--- src/rtl/input_loader.sv ---
// input_loader: serial-to-parallel loader for the LOAD phase of the top-level FSM.
// Assembles the 28x28 binary image and the 3x3x8 conv weights from BUS_W-bit bytes.
// Optional feature macro: LOADER_CHECKSUM_EN (adds a trailing XOR check byte,
// the S_CHK/S_ERR states and the sticky load_err flag).
module input_loader #(
  parameter int PIX_BITS = 784,
  parameter int WT_BITS  = 72,
  parameter int BUS_W    = 8
) (
  input  logic                clk,
  input  logic                rst,
  input  logic [2:0]          state,
  input  logic [BUS_W-1:0]    data_in,
  input  logic                data_valid,
  output logic                data_ready,
  output logic [PIX_BITS-1:0] pixels,
  output logic [WT_BITS-1:0]  weights,
  output logic [6:0]          byte_count,
  output logic                load_done,
  output logic                load_err
);

  localparam int NPIX   = PIX_BITS / BUS_W;
  localparam int NWT    = WT_BITS / BUS_W;
  localparam int PIX_IW = $clog2(PIX_BITS);
  localparam int WT_IW  = $clog2(WT_BITS);
  localparam logic [2:0] TOP_LOAD = 3'b001;

`ifdef LOADER_CHECKSUM_EN
  typedef enum logic [2:0] {
    S_PIX  = 3'd0,
    S_WT   = 3'd1,
    S_CHK  = 3'd2,
    S_DONE = 3'd3,
    S_ERR  = 3'd4
  } fsm_t;

  // Running checksum step; kept as a function so the fold is defined in one place.
  function automatic logic [BUS_W-1:0] xor_fold(input logic [BUS_W-1:0] acc,
                                                input logic [BUS_W-1:0] din);
    return acc ^ din;
  endfunction

  logic [BUS_W-1:0] xor_r;
  logic             load_err_r;
`else
  typedef enum logic [2:0] {
    S_PIX  = 3'd0,
    S_WT   = 3'd1,
    S_DONE = 3'd3
  } fsm_t;
`endif

  fsm_t                fsm_r;
  logic [PIX_BITS-1:0] pixels_r;
  logic [WT_BITS-1:0]  weights_r;
  logic [6:0]          byte_count_r;
  logic                load_done_r;
  logic                fsm_open_s;
  logic                accept_s;
  logic [PIX_IW-1:0]   pix_base_s;
  logic [WT_IW-1:0]    wt_base_s;

  // Handshake: loader is open only in a receiving state while the top level is in LOAD.
  always_comb begin
    fsm_open_s = 1'b0;
    case (fsm_r)
      S_PIX:   fsm_open_s = 1'b1;
      S_WT:    fsm_open_s = 1'b1;
`ifdef LOADER_CHECKSUM_EN
      S_CHK:   fsm_open_s = 1'b1;
`endif
      default: fsm_open_s = 1'b0;
    endcase
    data_ready = (state == TOP_LOAD) && fsm_open_s;
    accept_s   = data_valid && data_ready;
    pix_base_s = PIX_IW'(int'(byte_count_r) * BUS_W);
    wt_base_s  = WT_IW'(int'(byte_count_r) * BUS_W);
  end

  // Load sequencer: writes each accepted byte into its slice and walks the phases.
  always_ff @(posedge clk) begin
    if (rst) begin
      fsm_r        <= S_PIX;
      pixels_r     <= '0;
      weights_r    <= '0;
      byte_count_r <= 7'd0;
      load_done_r  <= 1'b0;
`ifdef LOADER_CHECKSUM_EN
      xor_r        <= '0;
      load_err_r   <= 1'b0;
`endif
    end else if (accept_s) begin
      case (fsm_r)
        S_PIX: begin
          pixels_r[pix_base_s +: BUS_W] <= data_in;
`ifdef LOADER_CHECKSUM_EN
          xor_r <= xor_fold(xor_r, data_in);
`endif
          if (byte_count_r == 7'(NPIX - 1)) begin
            byte_count_r <= 7'd0;
            fsm_r        <= S_WT;
          end else begin
            byte_count_r <= byte_count_r + 7'd1;
          end
        end
        S_WT: begin
          weights_r[wt_base_s +: BUS_W] <= data_in;
`ifdef LOADER_CHECKSUM_EN
          xor_r <= xor_fold(xor_r, data_in);
`endif
          // The last weight index stays on byte_count so it reads NWT-1 afterwards.
          if (byte_count_r == 7'(NWT - 1)) begin
`ifdef LOADER_CHECKSUM_EN
            fsm_r       <= S_CHK;
`else
            fsm_r       <= S_DONE;
            load_done_r <= 1'b1;
`endif
          end else begin
            byte_count_r <= byte_count_r + 7'd1;
          end
        end
`ifdef LOADER_CHECKSUM_EN
        S_CHK: begin
          if (data_in == xor_r) begin
            fsm_r       <= S_DONE;
            load_done_r <= 1'b1;
          end else begin
            fsm_r      <= S_ERR;
            load_err_r <= 1'b1;
          end
        end
`endif
        default: fsm_r <= fsm_r;
      endcase
    end
  end

  assign pixels     = pixels_r;
  assign weights    = weights_r;
  assign byte_count = byte_count_r;
  assign load_done  = load_done_r;
`ifdef LOADER_CHECKSUM_EN
  assign load_err   = load_err_r;
`else
  assign load_err   = 1'b0;
`endif

endmodule

--- config.mk ---
export PLATFORM = sky130hd
export DESIGN_NAME = input_loader
export DESIGN_NICKNAME = d
export VERILOG_FILES = /design/src/rtl/input_loader.sv
export SDC_FILE = /design/constraint.sdc
export NUM_CORES = 2
export LEC_CHECK = 0
export BUFFER_PORTS_ARGS = -buffer_cell sky130_fd_sc_hd__buf_2
export CAP_MARGIN = 40
export CORE_AREA = 2 2 342 344
export DETAILED_ROUTE_END_ITERATION = 10
export DIE_AREA = 0 0 344 346
export PLACE_DENSITY = 0.61
export SLEW_MARGIN = 20
export SYNTH_ARGS = -nofsm -noshare
export SYNTH_HDL_FRONTEND = slang
export SYNTH_SLANG_ARGS = --single-unit
--- constraint.sdc ---
create_clock -name clk -period 3.1 [get_ports clk]
set_input_delay 0 -clock clk [delete_from_list [all_inputs] [get_ports clk]]
set_output_delay 0 -clock clk [all_outputs]
set_load 0.005 [all_outputs]
=== Word level (Yosys, flattened, before mapping) ===
Index checks and enable logic that the tools add are counted.

* Register bits: 867
* Logic and storage cells: 38
* Input port bits: 14
* Output and inout bits: 866

* Add/sub/neg operators: 3
* Muxes and demuxes: 9
* Reduce and logical (&&, ||, !) cells: 10
* Shifts and indexed selects: 4
* Equal/unequal tests: 7

{| class="wikitable"
|+ Operators by type and width
! cell !! number
|-
| bitwise mux 784 bit || 1
|-
| variable shift 8 x 12 -> 784 bit (first input constant) || 1
|-
| indexed part select 8 x 12 -> 784 bit || 1
|-
| bitwise mux 72 bit || 1
|-
| variable shift 8 x 9 -> 72 bit (first input constant) || 1
|-
| indexed part select 8 x 9 -> 72 bit || 1
|-
| 2-to-1 mux 7 bit || 2
|-
| one-hot mux 7 bit (2 select lines) || 1
|-
| negation 10 -> 12 bit || 1
|-
| negation 7 -> 9 bit || 1
|-
| adder 7 x 1 -> 7 bit (second input constant) || 1
|-
| == test 7 x 4 -> 1 bit (second input constant) || 1
|-
| == test 7 bit (second input constant) || 1
|-
| == test 3 x 1 -> 1 bit (second input constant) || 2
|-
| 2-to-1 mux 3 bit || 2
|-
| != test 2 bit (second input constant) || 3
|-
| one-hot mux 3 bit (2 select lines) || 1
|-
| AND reduction 3 bit || 2
|-
| AND reduction 2 bit || 2
|-
| AND reduction 4 bit || 1
|-
| logical NOT 3 bit || 1
|-
| logical AND 1 bit || 2
|-
| nonzero test 2 bit || 1
|-
| OR reduction 2 bit || 1
|-
| 2-to-1 mux 1 bit || 1
|}

=== Depth between registers and ports, before layout ===
* Word-level depth: 6
* Gate-level depth with buffers: 13
* Gate-level depth less buffers: 7

=== Least setup slack after synthesis ===
OpenSTA, ideal clock, no wires.

* Path type: reg-to-reg
* From: register byte_count_r[0], in the netlist byte_count[0]
* To: register pixels_r[577], in the netlist pixels[577]
* Cell stages (with the launch flop): 11
* Buffers on the path: 3
* Period minus slack after synthesis: 3.006 ns
* Arrival: 2.885 ns
* Setup time: 0.121 ns
* Path slack: 0.094 ns
* Required time: 2.979 ns
* Path through: dfxtp_1 buf_2 inv_1 ha_1 buf_2 or3b_2 or2_2 clkbuf_1 a211oi_2 nand3_2 mux2_2

* Cells in the longest elaborated chain, start to end: 3
* Elaborated cells on any way between the ends: 4
* Classes of those cells: add/sub: 1; shift: 2; mux: 1

{| class="wikitable"
|+ Ends and longest elaborated chain
! what !! RTL line !! RTL
|-
| from (decl) || 57 || <nowiki>logic [6:0] byte_count_r;</nowiki>
|-
| from (signal assigned) || 104 || <nowiki>byte_count_r <= byte_count_r + 7'd1;</nowiki>
|-
| from (signal assigned) || 121 || <nowiki>byte_count_r <= byte_count_r + 7'd1;</nowiki>
|-
| negation 10 -> 12 bit * || 96 || <nowiki>pixels_r[pix_base_s +: BUS_W] <= data_in;</nowiki>
|-
| indexed part select 8 x 12 -> 784 bit / variable shift 8 x 12 -> 784 bit (equally long branches) || 96 ||
|-
| bitwise mux 784 bit * || 96 ||
|-
| to (signal, indexed assignment) || 96 ||
|-
| to (decl) || 55 || <nowiki>logic [PIX_BITS-1:0] pixels_r;</nowiki>
|}

Mark *: on every way between the ends. The rest lies on a longest branch, timed or not.
A chain may end at the register's enable or synchronous reset.

=== Final worst setup path ===
* From: register byte_count_r[1], in the netlist byte_count[1]
* To: register pixels_r[693], in the netlist pixels[693]

Same word-level chain as after synthesis.

==> flow_summary_export.csv <==
group,metric,value,unit
run_status,status,"completed",
flow_run,cap_violations,0,
global_route,grt_pass1_vias,29600,
floorplanning,dieArea,119000,sq um
yosys,synth_edf_count,0,
timing,setup_violations,0,
clock_tree,clockBufferDepth,3,
floorplanning,die_w,344,microns
floorplanning,start_util,29.7,%
power,max-vdd-ir-drop,0.367,mV
final_layout,layout_commonest_cell,"buf_2",
detailed_routing,antenna_left,0,
global_route,overflow,0,
placement,dpl_cell_area,41700,sq um
detailed_routing,drc,0,
floorplanning,ios,880,
timing,relSlewSlack,42.8,%
detailed_routing,wl_per_cell,26.3,microns
placement,hpwl,122,mm
yosys,syn-num-nets,3622,
timing,hold_viol,0,
floorplanning,chipHeight,346,microns
detailed_routing,wirelength,162,mm
worst_setup_path,endpoint_kind,"flop",
yosys,yosys_warnings,0,
yosys,synthDistinctLibCells,76,
worst_setup_path,crit_type,"reg -> reg",
global_route,antenna_found_initial,11,
detailed_routing,routed_via_density,5.03,
yosys,synth_seq_cells,866,
placement,place.gp.congestion,0.880,
global_route,grtUsageTotal,26.0,%
clock_tree,htreeDepth,3,
timing,clock_skew,0.0272,ns
final_layout,layout.nets,4564,
clock_tree,clkTransAtPathRegs,0.07,ns
floorplanning,core.rowCount,125,
yosys,ys_async_sr_fraction,0,%
final_layout,final_cell_mix,"buf_2, dfxtp_1, nand2_1",
clock_tree,cts-root-buf,"clkbuf_16",
final_layout,drive_above_1_share,32.0,%
yosys,syn_inst,3603,
timing,drv_slew,0,
worst_setup_path,cp_data_required_time,3.66,ns
detailed_routing,vias,30900,
clock_tree,tritoncts,"done",
timing,fmax,331,MHz
clock_tree,clock_latency,0.69,ns
yosys,synth.largest_area_cell,"dfxtp_1",
worst_setup_path,start_kind,"flop",
timing,fin_crit,3.02,ns
final_layout,final_area,45300,sq um
clock_tree,numCtsBuffers,96,
power,cellPowerDensity,529,nW/um^2
clock_tree,clock-sinks,866,
final_layout,areaGrowthSynthToFinish,32.4,%
yosys,synth_area_leaders,"dfxtp_1, mux2i_1, nand2_1",
worst_setup_path,arrival,3.58,ns
detailed_routing,first_pass_iters,5,
global_route,grt_pass1_wl,223,mm
hold_path,hold_class,"in -> reg",
floorplanning,core,115000,sq um
power,p_leak,21.2,nW
yosys,synthFlopType,"dfxtp_1",
timing,tightest_slew,0.856,ns
detailed_routing,drtIter0Drc,2384,
yosys,netlist.area_leader.share,50.6,%
worst_setup_path,cp_max_fo,15,
yosys,yosysSeqAreaShare,50.6,%
timing,fin_crit_sh,97.5,%
placement,portBuffers,878,
yosys,syn_area,34200,sq um
global_route,grt_max_degree,164,
power,power,24.0,mW
yosys,avgSynthCellArea,9.50,sq um
-- Yosys cell counts (all sizes together) (2+ instances only) --
library cell    n
a211oi          7
a21o            3
a21oi          87
a31o           85
a31oi           2
and2           20
and3           19
and3b           2
and4            5
buf            78
clkbuf        225
dfxtp         866
ha              5
inv             9
mux2            8
mux2i         647
nand2         792
nand2b         40
nand3         178
nand4          26
nand4b          2
nor2          153
nor2b          19
nor3           60
nor3b           3
nor4           60
nor4b           8
o211ai         28
o21a            3
o21ai          61
o22a            2
o31ai           3
or2             5
or3            56
or4             5
xnor2          10
xor2            3
-- cells by family after synthesis --
| logic type | share of synthesized area, % |
|---|---|
| AO/OA/AOI/OAI | 5.85 |
| XOR/XNOR | 0.333 |
| adder cells (fa/ha/maj) | 0.183 |
| buffers and inverters | 3.73 |
| flip-flops | 50.6 |
| multiplexers | 19.2 |
| other | 0.0110 |
| AND/OR/NAND/NOR | 20.1 |
-- per-stage QoR --
stage | util [%] | setup TNS (ns) | setup WS [ns] | hold WS (ns) | instances
after floorplan | - | 0 | 0.0942 | 0.0565 | 3603
after global placement | 36.1 | -2.20 | -0.104 | 0.401 | 5944
after detailed placement | 36.1 | -1.61 | -0.119 | 0.401 | 5948
after CTS | 39.1 | 0 | 0.0106 | 0.256 | 6136
after global routing | 39.3 | -0.00221 | -0.00221 | 0.313 | 6143
final | 39.3 | 0 | 0.0771 | 0.312 | 6145
-- worst max-delay path, cell delays in order (launching register included) --
cell	delay, ns
dfxtp_1	0.32
buf_4	0.19
or4_1	0.70
o21ai_2	0.37
o211ai_4	0.20
buf_4	0.24
or3_1	0.64
mux2i_1	0.21
-- flip-flops by register name, indices dropped and copies added (netlist names) --
register / count
pixels: 784
weights: 72
byte_count: 7
fsm_r: 2
load_done: 1
-- report_power, final --
| part | switching, mW | internal [mW] | leakage [nW] |
|---|---|---|---|
| logic | 0.651 | 0.160 | 12.6 |
| clock network | 4.98 | 7.05 | 1.64 |
| registers | 0.00166 | 11.1 | 6.97 |
-- worst paths after layout --
| kind | start | endpoint | slack, ns | depth (start not counted) |
|---|---|---|---|---|
| setup / recovery | byte_count[1]$_SDFFE_PP0P_ | pixels[693]$_SDFFE_PP0P_ | 0.08 | 7 |
| hold reg to reg | load_done$_SDFFE_PP0P_ | load_done$_SDFFE_PP0P_ | 0.45 | 2 |
| setup reg to reg | byte_count[1]$_SDFFE_PP0P_ | pixels[693]$_SDFFE_PP0P_ | 0.08 | 7 |
| hold / removal | rst | pixels[218]$_SDFFE_PP0P_ | 0.31 | 3 |
-- per-layer routing --
metal	up-vias	wire [microns]	global-route usage [%]
met3	263	11500	6.16
met1	15200	68300	33.1
met5	-	0	0
met2	1190	75200	42.3
li1	14200	-	-
met4	0	6950	10.2
-- repair_timing --
action	CTS	global route
buffers inserted	1	4
pin swaps	1	2
setup endpoints to repair	28	100
hold buffers	15	0
endpoints found under the hold margin	97	0
resized for setup	0	12
-- cell type report --
type,count,area [sq um]
Antenna cell,2,5.00
Clock buffer,139,2870
Clock inverter,33,480
Fill cell,11700,70100
Inverter,9,41.3
Multi-Input combinational cell,2425,15800
Sequential cell,866,17300
Tap cell,1524,1910
Timing Repair Buffer,1147,6870
Note: power is estimated with default switching activity, not from simulation.
